$ cat config.mk
export PLATFORM = sky130hd
export DESIGN_NAME = audio_sdram_loader_flat
export DESIGN_NICKNAME = d
export VERILOG_FILES = /design/src/rtl/audio_sdram_loader_if.sv /design/src/rtl/audio_sdram_loader.sv /design/src/flat_wrapper.sv
export SDC_FILE = /design/constraint.sdc
export NUM_CORES = 1
export LEC_CHECK = 0
export CAP_MARGIN = 15
export CORE_ASPECT_RATIO = 0.5
export CORE_MARGIN = 4
export CORE_UTILIZATION = 50
export CTS_CLUSTER_SIZE = 20
export DETAILED_ROUTE_END_ITERATION = 10
export MAX_ROUTING_LAYER = met4
export PLACE_DENSITY_LB_ADDON = 0.05
export SLEW_MARGIN = 20
export SYNTH_ARGS = -nofsm -noshare
export SYNTH_HDL_FRONTEND = slang
export SYNTH_SLANG_ARGS = --single-unit
$ cat constraint.sdc
create_clock -name Clk50 -period 4.45 [get_ports Clk50]
set_input_delay 0.6675 -clock Clk50 [delete_from_list [all_inputs] [get_ports Clk50]]
set_output_delay 0.6675 -clock Clk50 [all_outputs]
set_load 0.01 [all_outputs]
$ cat src/rtl/audio_sdram_loader_if.sv
// audio_sdram_loader_if
//   Byte-stream intake and SDRAM write handshake used by audio_sdram_loader.
//   master : the loader side. It takes bytes in and drives SDRAM write requests.
//   slave  : the environment side, i.e. the SPI/SD byte reader plus the SDRAM controller.
//   Signals:
//     byte_valid/byte_data/byte_ready      byte stream, low byte of each sample first
//     sdram_Wait/sdram_ac                  controller busy / write acknowledge
//     sdram_wr/sdram_addr/sdram_wdata      write request, address, data
interface audio_sdram_loader_if;
    logic        byte_valid;
    logic [7:0]  byte_data;
    logic        byte_ready;
    logic        sdram_Wait;
    logic        sdram_ac;
    logic        sdram_wr;
    logic [24:0] sdram_addr;
    logic [15:0] sdram_wdata;

    modport master (
        input  byte_valid, byte_data, sdram_Wait, sdram_ac,
        output byte_ready, sdram_wr, sdram_addr, sdram_wdata
    );

    modport slave (
        output byte_valid, byte_data, sdram_Wait, sdram_ac,
        input  byte_ready, sdram_wr, sdram_addr, sdram_wdata
    );
endinterface

$ cat src/rtl/audio_sdram_loader.sv
// audio_sdram_loader
//   Packs a little-endian 16-bit PCM byte stream into words and buffers them in a
//   small word FIFO. It then writes them sequentially into SDRAM from BASE_ADDR,
//   which is the region the I2S player reads. It reports completion through load_done.
//   Optional feature macro: AUDIO_LOADER_HDR_SKIP_EN. When it is defined, the first
//   HDR_BYTES accepted bytes after each start (the WAV header) are dropped.
// Ports:
//   Clk50, reset        system clock, synchronous active-high reset
//   start               one-cycle pulse that latches length_words and begins a load
//   length_words        number of 16-bit words to write
//   bus (master)        byte stream in, SDRAM write handshake out
//   busy                load in progress
//   load_done           load complete; held until the next start or reset
//   words_written       words acknowledged since start
module audio_sdram_loader #(
    parameter logic [24:0] BASE_ADDR  = 25'h80000,
    parameter int          FIFO_DEPTH = 16,
    parameter int          HDR_BYTES  = 44
) (
    input  logic                 Clk50,
    input  logic                 reset,
    input  logic                 start,
    input  logic [23:0]          length_words,
    audio_sdram_loader_if.master bus,
    output logic                 busy,
    output logic                 load_done,
    output logic [23:0]          words_written
);
    localparam int          AW       = $clog2(FIFO_DEPTH);
    localparam logic [AW:0] FULL_CNT = (AW+1)'(FIFO_DEPTH);

    typedef enum logic [1:0] {IDLE, RUN, DONE} ctrl_state_t;
    typedef enum logic [1:0] {WIDLE, WREQ, WACK} wr_state_t;

    ctrl_state_t   ctrl_state;
    wr_state_t     wr_state;
    logic [15:0]   fifo_mem [FIFO_DEPTH];
    logic [AW-1:0] wr_ptr, rd_ptr;
    logic [AW:0]   fifo_cnt;
    logic [23:0]   len;
    logic [23:0]   words_accepted;
    logic          byte_phase;     // 1: next payload byte completes a word
    logic [7:0]    lo_latch;
    logic          run, in_hdr, fifo_full, fifo_empty, accept, push, pop;

`ifdef AUDIO_LOADER_HDR_SKIP_EN
    localparam int HW = $clog2(HDR_BYTES + 2);
    logic [HW-1:0] hdr_cnt;
    assign in_hdr = (hdr_cnt < HW'(HDR_BYTES));
`else
    logic unused_hdr;
    assign unused_hdr = (HDR_BYTES != 0);
    assign in_hdr     = 1'b0;
`endif

    assign run        = (ctrl_state == RUN);
    assign busy       = run;
    assign load_done  = (ctrl_state == DONE);
    assign fifo_full  = (fifo_cnt == FULL_CNT);
    assign fifo_empty = (fifo_cnt == '0);

    // Header bytes are always taken. Payload bytes are taken only while the FIFO has
    // room and fewer than len words have been formed. A low byte is therefore never
    // accepted unless its word is guaranteed a slot.
    assign bus.byte_ready = run & (in_hdr | (~fifo_full & (words_accepted < len)));
    assign accept         = bus.byte_valid & bus.byte_ready;
    assign push           = accept & ~in_hdr & byte_phase;
    assign pop            = (wr_state == WREQ) & bus.sdram_ac;

    // Word storage. It has no reset; occupancy is tracked by the pointers and count.
    always_ff @(posedge Clk50) begin
        if (push) fifo_mem[wr_ptr] <= {bus.byte_data, lo_latch};
    end

    always_ff @(posedge Clk50) begin
        if (reset) begin
            ctrl_state      <= IDLE;
            wr_state        <= WIDLE;
            bus.sdram_wr    <= 1'b0;
            bus.sdram_addr  <= BASE_ADDR;
            bus.sdram_wdata <= '0;
            words_written   <= '0;
            len             <= '0;
            words_accepted  <= '0;
            byte_phase      <= 1'b0;
            lo_latch        <= '0;
            wr_ptr          <= '0;
            rd_ptr          <= '0;
            fifo_cnt        <= '0;
`ifdef AUDIO_LOADER_HDR_SKIP_EN
            hdr_cnt         <= '0;
`endif
        end else begin
            // byte intake
`ifdef AUDIO_LOADER_HDR_SKIP_EN
            if (accept && in_hdr) hdr_cnt <= hdr_cnt + 1'b1;
`endif
            if (accept && !in_hdr) begin
                if (!byte_phase) begin
                    lo_latch <= bus.byte_data;
                end else begin
                    wr_ptr         <= wr_ptr + 1'b1;
                    words_accepted <= words_accepted + 24'd1;
                end
                byte_phase <= ~byte_phase;
            end

            if (push && !pop)      fifo_cnt <= fifo_cnt + 1'b1;
            else if (pop && !push) fifo_cnt <= fifo_cnt - 1'b1;

            // Write FSM. Wait only gates starting a request; an issued request holds.
            case (wr_state)
                WIDLE: if (!fifo_empty && !bus.sdram_Wait) begin
                    wr_state        <= WREQ;
                    bus.sdram_wr    <= 1'b1;
                    bus.sdram_wdata <= fifo_mem[rd_ptr];
                end
                WREQ: if (bus.sdram_ac) begin
                    wr_state       <= WACK;
                    bus.sdram_wr   <= 1'b0;
                    rd_ptr         <= rd_ptr + 1'b1;
                    bus.sdram_addr <= bus.sdram_addr + 25'd1;
                    words_written  <= words_written + 24'd1;
                end
                WACK: if (!bus.sdram_ac) wr_state <= WIDLE;
                default: wr_state <= WIDLE;
            endcase

            // Control FSM. It is placed last so that the flush on start overrides
            // the updates above.
            case (ctrl_state)
                RUN: if (words_written == len && fifo_empty && wr_state == WIDLE)
                    ctrl_state <= DONE;
                IDLE, DONE: if (start) begin
                    ctrl_state     <= RUN;
                    len            <= length_words;
                    words_written  <= '0;
                    words_accepted <= '0;
                    byte_phase     <= 1'b0;
                    lo_latch       <= '0;
                    wr_ptr         <= '0;
                    rd_ptr         <= '0;
                    fifo_cnt       <= '0;
                    bus.sdram_addr <= BASE_ADDR;
`ifdef AUDIO_LOADER_HDR_SKIP_EN
                    hdr_cnt        <= '0;
`endif
                end
                default: ctrl_state <= IDLE;
            endcase
        end
    end
endmodule

$ cat src/flat_wrapper.sv
// flat-port wrapper written by rule: the top's interface ports become plain ports
module audio_sdram_loader_flat 
#(
    parameter logic [24:0] BASE_ADDR  = 25'h80000,
    parameter int          FIFO_DEPTH = 16,
    parameter int          HDR_BYTES  = 44
)
  (Clk50, reset, start, length_words, busy, load_done, words_written, bus_byte_valid, bus_byte_data, bus_sdram_Wait, bus_sdram_ac, bus_byte_ready, bus_sdram_wr, bus_sdram_addr, bus_sdram_wdata);
  audio_sdram_loader_if bus_i ();
  input  logic Clk50;
  input  logic reset;
  input  logic start;
  input  logic [23:0] length_words;
  output logic busy;
  output logic load_done;
  output logic [23:0] words_written;
  input wire logic [$bits(bus_i.byte_valid)-1:0] bus_byte_valid;
  input wire logic [$bits(bus_i.byte_data)-1:0] bus_byte_data;
  input wire logic [$bits(bus_i.sdram_Wait)-1:0] bus_sdram_Wait;
  input wire logic [$bits(bus_i.sdram_ac)-1:0] bus_sdram_ac;
  output wire logic [$bits(bus_i.byte_ready)-1:0] bus_byte_ready;
  output wire logic [$bits(bus_i.sdram_wr)-1:0] bus_sdram_wr;
  output wire logic [$bits(bus_i.sdram_addr)-1:0] bus_sdram_addr;
  output wire logic [$bits(bus_i.sdram_wdata)-1:0] bus_sdram_wdata;
  assign bus_i.byte_valid = bus_byte_valid;
  assign bus_i.byte_data = bus_byte_data;
  assign bus_i.sdram_Wait = bus_sdram_Wait;
  assign bus_i.sdram_ac = bus_sdram_ac;
  assign bus_byte_ready = bus_i.byte_ready;
  assign bus_sdram_wr = bus_i.sdram_wr;
  assign bus_sdram_addr = bus_i.sdram_addr;
  assign bus_sdram_wdata = bus_i.sdram_wdata;
  audio_sdram_loader #(.BASE_ADDR(BASE_ADDR), .FIFO_DEPTH(FIFO_DEPTH), .HDR_BYTES(HDR_BYTES)) u_core (.Clk50(Clk50), .reset(reset), .start(start), .length_words(length_words), .bus(bus_i), .busy(busy), .load_done(load_done), .words_written(words_written));
endmodule
==> flow_metrics.env <==
export IMPL_drc=0
export IMPL_cts_buffers=37
export IMPL_synth_top_cell_by_area="edfxtp_1"
export IMPL_end_kind="flip-flop"
export IMPL_crit_fanout=16
export IMPL_setup_tns_ns=0
export IMPL_start_util=0.515
export IMPL_crit_required_ns=4.62
export IMPL_vdd_drop_max_v=0.000214
export IMPL_max_slew_margin_rel=0.288
export IMPL_cts_max_path_buffers=3
export IMPL_die_h_um=137
export IMPL_power_uw=7310
export IMPL_worst_pin_slew_ns=1.07
export IMPL_hold_buffers=0
export IMPL_ant_nets=0
export IMPL_fillers=2489
export IMPL_viasPerCell=5.78
export IMPL_rsz0062_at_grt="no"
export IMPL_min_delay_path_class="in -> reg"
export IMPL_grtUsageTotal=0.228
export IMPL_clk_pin_slew_ns=0.06
export IMPL_core_area_um2=32100
export IMPL_wl_per_cell_um=22.2
export IMPL_syn_area_um2=16500
export IMPL_fin_skew_ns=0.0143
export IMPL_firstDrtPassIters=5
export IMPL_grt_pass1_wl_um=60900
export IMPL_crit_family="simple AND/OR/NAND/NOR gates"
export IMPL_fin_crit_ns=3.75
export IMPL_rr_worst_depth=11
export IMPL_rows=46
export IMPL_status="finished clean"
export IMPL_setup_viol=0
export IMPL_yosysWarnings=0
export IMPL_die_w_um=265
export IMPL_p_leak_uw=0.00642
export IMPL_crit_buf_inv=1
export IMPL_seqPwrFrac=0.539
export IMPL_first_iter_violations=851
export IMPL_grt_pass1_vias=10200
export IMPL_switching_power_uw=1590
export IMPL_r2r_start="u_core.len[19]"
export IMPL_root_buffer="clkbuf_16"
export IMPL_synthMostInstantiatedCell="edfxtp_1"
export IMPL_htreeDepth=2
export IMPL_yosys_top_cells_area="edfxtp_1 (47%), dfxtp_1 (17%), mux4_2 (11%)"
export IMPL_internal_power_uw=5720
export IMPL_min_path_cells=2
export IMPL_arrival_ns=3.92
export IMPL_ios=107
export IMPL_syn_inst=1214
export IMPL_comb_power_share=0.038
export IMPL_synth_cell_type_count=51
export IMPL_portBuffers=106
export IMPL_synth_area_per_cell_um2=13.6
export IMPL_syn_nets=1286
export IMPL_insertion_delay_ns=0.55
export IMPL_cp_slowest_stage_delay_ns=0.78
export IMPL_hold_path_endpoint="u_core.len[21]"
export IMPL_dp_hpwl_um=24900
export IMPL_cts_tree="built"
export IMPL_path_cells="inv_1, ha_1, a21oi_1, o21ai_0, a211oi_1, nand3_1, a21oi_1, and2_1, ha_1, nor3b_1, and2_1"
export IMPL_crit_path_top_delay_cell="and2_1"
export IMPL_drive_above_1_share=0.133
export IMPL_cap_violations=0
export IMPL_r2r_slack_ns=0.70
export IMPL_gp_congestion=0.866
export IMPL_grt_overflow=0
export IMPL_start_kind="flip-flop"
export IMPL_ys_seq_elements=396
export IMPL_antenna_found_initial=0
export IMPL_hp_start="reset"
export IMPL_num_vias=10300
export IMPL_post_cts_resized=0
export IMPL_grt_max_degree=93
export IMPL_drt_wl_total_um=39500
export IMPL_finalHoldViolations=0
export IMPL_drv_slew=0
export IMPL_ys_seq_area_frac=0.635
export IMPL_r2r_end="u_core.fifo_mem[1][5]"
export IMPL_fmax_mhz=266
export IMPL_power_density_nw_per_um2=379
export IMPL_cts_setup_buffers=0
export IMPL_synth_edf_count=256
export IMPL_synthFlopType="edfxtp_1"
export IMPL_num_nets_final=1394
export IMPL_crit_type="reg -> reg"
export IMPL_p_sw_frac=0.218
export IMPL_period_share=0.844
export IMPL_fp_dieArea_um2=36200
export IMPL_area_growth_pct=16.6
export IMPL_synth_top_area_share=0.465
export IMPL_cts_sinks=396
export IMPL_antenna_cells=0
export IMPL_synth_async_reset_ratio=0
export IMPL_netlist_top_cells_count="edfxtp_1 (256), dfxtp_1 (140), nand2_1 (132), a21oi_1 (90), mux4_2 (80)"
export IMPL_power_share_clock=0.423
[power groups by stage]
| stage | Combinational (uW) | Clock [uW] | Sequential (uW) |
|---|---|---|---|
| floorplan | 156 | 0 | 4010 |
| global placement | 274 | 0 | 4020 |
| detailed placement | 279 | 0 | 4020 |
| CTS | 279 | 3160 | 3940 |
| global route | 307 | 3320 | 3940 |
| finish | 280 | 3090 | 3940 |
[logic make-up after synthesis]
group / synth area share
AND/OR/NAND/NOR: 0.113
flip-flops: 0.635
adder cells (fa/ha/maj): 0.0257
multiplexers: 0.114
buffers and inverters: 0.0230
XOR/XNOR: 0.0382
AO/OA/AOI/OAI: 0.0503
[how the worst max path moves through the flow]
stage | startpoint | end | slack (ns) | cells past startpoint
finish | u_core.len[19] | u_core.fifo_mem[1][5] | 0.70 | 11
global route | u_core.len[19] | u_core.fifo_mem[2][13] | 0.33 | 11
CTS | u_core.len[19] | u_core.fifo_mem[2][13] | 0.67 | 11
detailed placement | u_core.len[19] | u_core.fifo_mem[2][5] | 0.68 | 11
global placement | u_core.len[19] | u_core.fifo_mem[0][5] | 0.79 | 11
floorplan | u_core.len[11] | u_core.fifo_mem[7][0] | 0.24 | 14
[worst register-to-register path, stage by stage (launching register included)]
cell and delay, ns:
dfxtp_1 0.36, inv_1 0.06, ha_1 0.30, a21oi_1 0.14, o21ai_0 0.12, a211oi_1 0.34, nand3_1 0.16, a21oi_1 0.18
and2_1 0.15, ha_1 0.39, nor3b_1 0.40, and2_1 0.78
[cell usage in the layout, fill, tap and decap left out, drive strengths merged, types with 3 or more instances in the layout]
master / n
a211oi: 3
a21oi: 90
and2: 19
and3: 15
and4: 10
buf: 22
clkbuf: 47
clkdlybuf4s50: 105
clkinv: 16
dfxtp: 140
edfxtp: 256
ha: 34
inv: 40
mux2i: 9
mux4: 80
nand2: 132
nand2b: 4
nand3: 39
nand4: 22
nor2: 66
nor2b: 4
nor3: 19
nor3b: 3
nor4: 8
o21ai: 24
o31ai: 12
or2: 9
or3: 9
or4: 15
xnor2: 33
xor2: 39
[per-layer routing]
metal	track usage	share of wire	vias up
met1	0.321	0.46	5200
met5	-	0	-
met3	0.0438	0.062	44
li1	-	-	4751
met4	0.0401	0.013	0
met2	0.355	0.47	299
[state kept, by name, indices dropped and copies added (netlist names)]
name	flops
u_core.fifo_mem	256
u_core.words_accepted	24
u_core.fifo_cnt	5
u_core.bus.sdram_wdata	16
u_core.wr_state	2
u_core.len	24
u_core.lo_latch	8
u_core.byte_phase	1
u_core.rd_ptr	4
u_core.bus.sdram_wr	1
u_core.ctrl_state	2
u_core.words_written	24
u_core.wr_ptr	4
u_core.bus.sdram_addr	25
[area by class of cell]
cell class	count	area, um2	area share
Tap cell	432	541	0.0280
Clock inverter	20	148	0.00766
Timing Repair Buffer	127	1240	0.0643
Sequential cell	396	10500	0.545
Inverter	39	146	0.00759
Multi-Input combinational cell	721	5680	0.295
Clock buffer	47	1020	0.0532
[stage by stage]
stage | util | area (um2) | setup slack (ns) | hold slack [ns] | instances
CTS | 0.600 | 19300 | 0.665 | 0.416 | 1782
global placement | 0.564 | 18100 | 0.792 | 0.442 | 1715
finish | 0.600 | 19300 | 0.696 | 0.441 | 1782
global route | 0.600 | 19300 | 0.326 | 0.434 | 1782
floorplan | - | 16500 | 0.242 | 0.456 | 1214
detailed placement | 0.564 | 18100 | 0.684 | 0.446 | 1715
No activity file was read; power rests on OpenSTA's default activity.
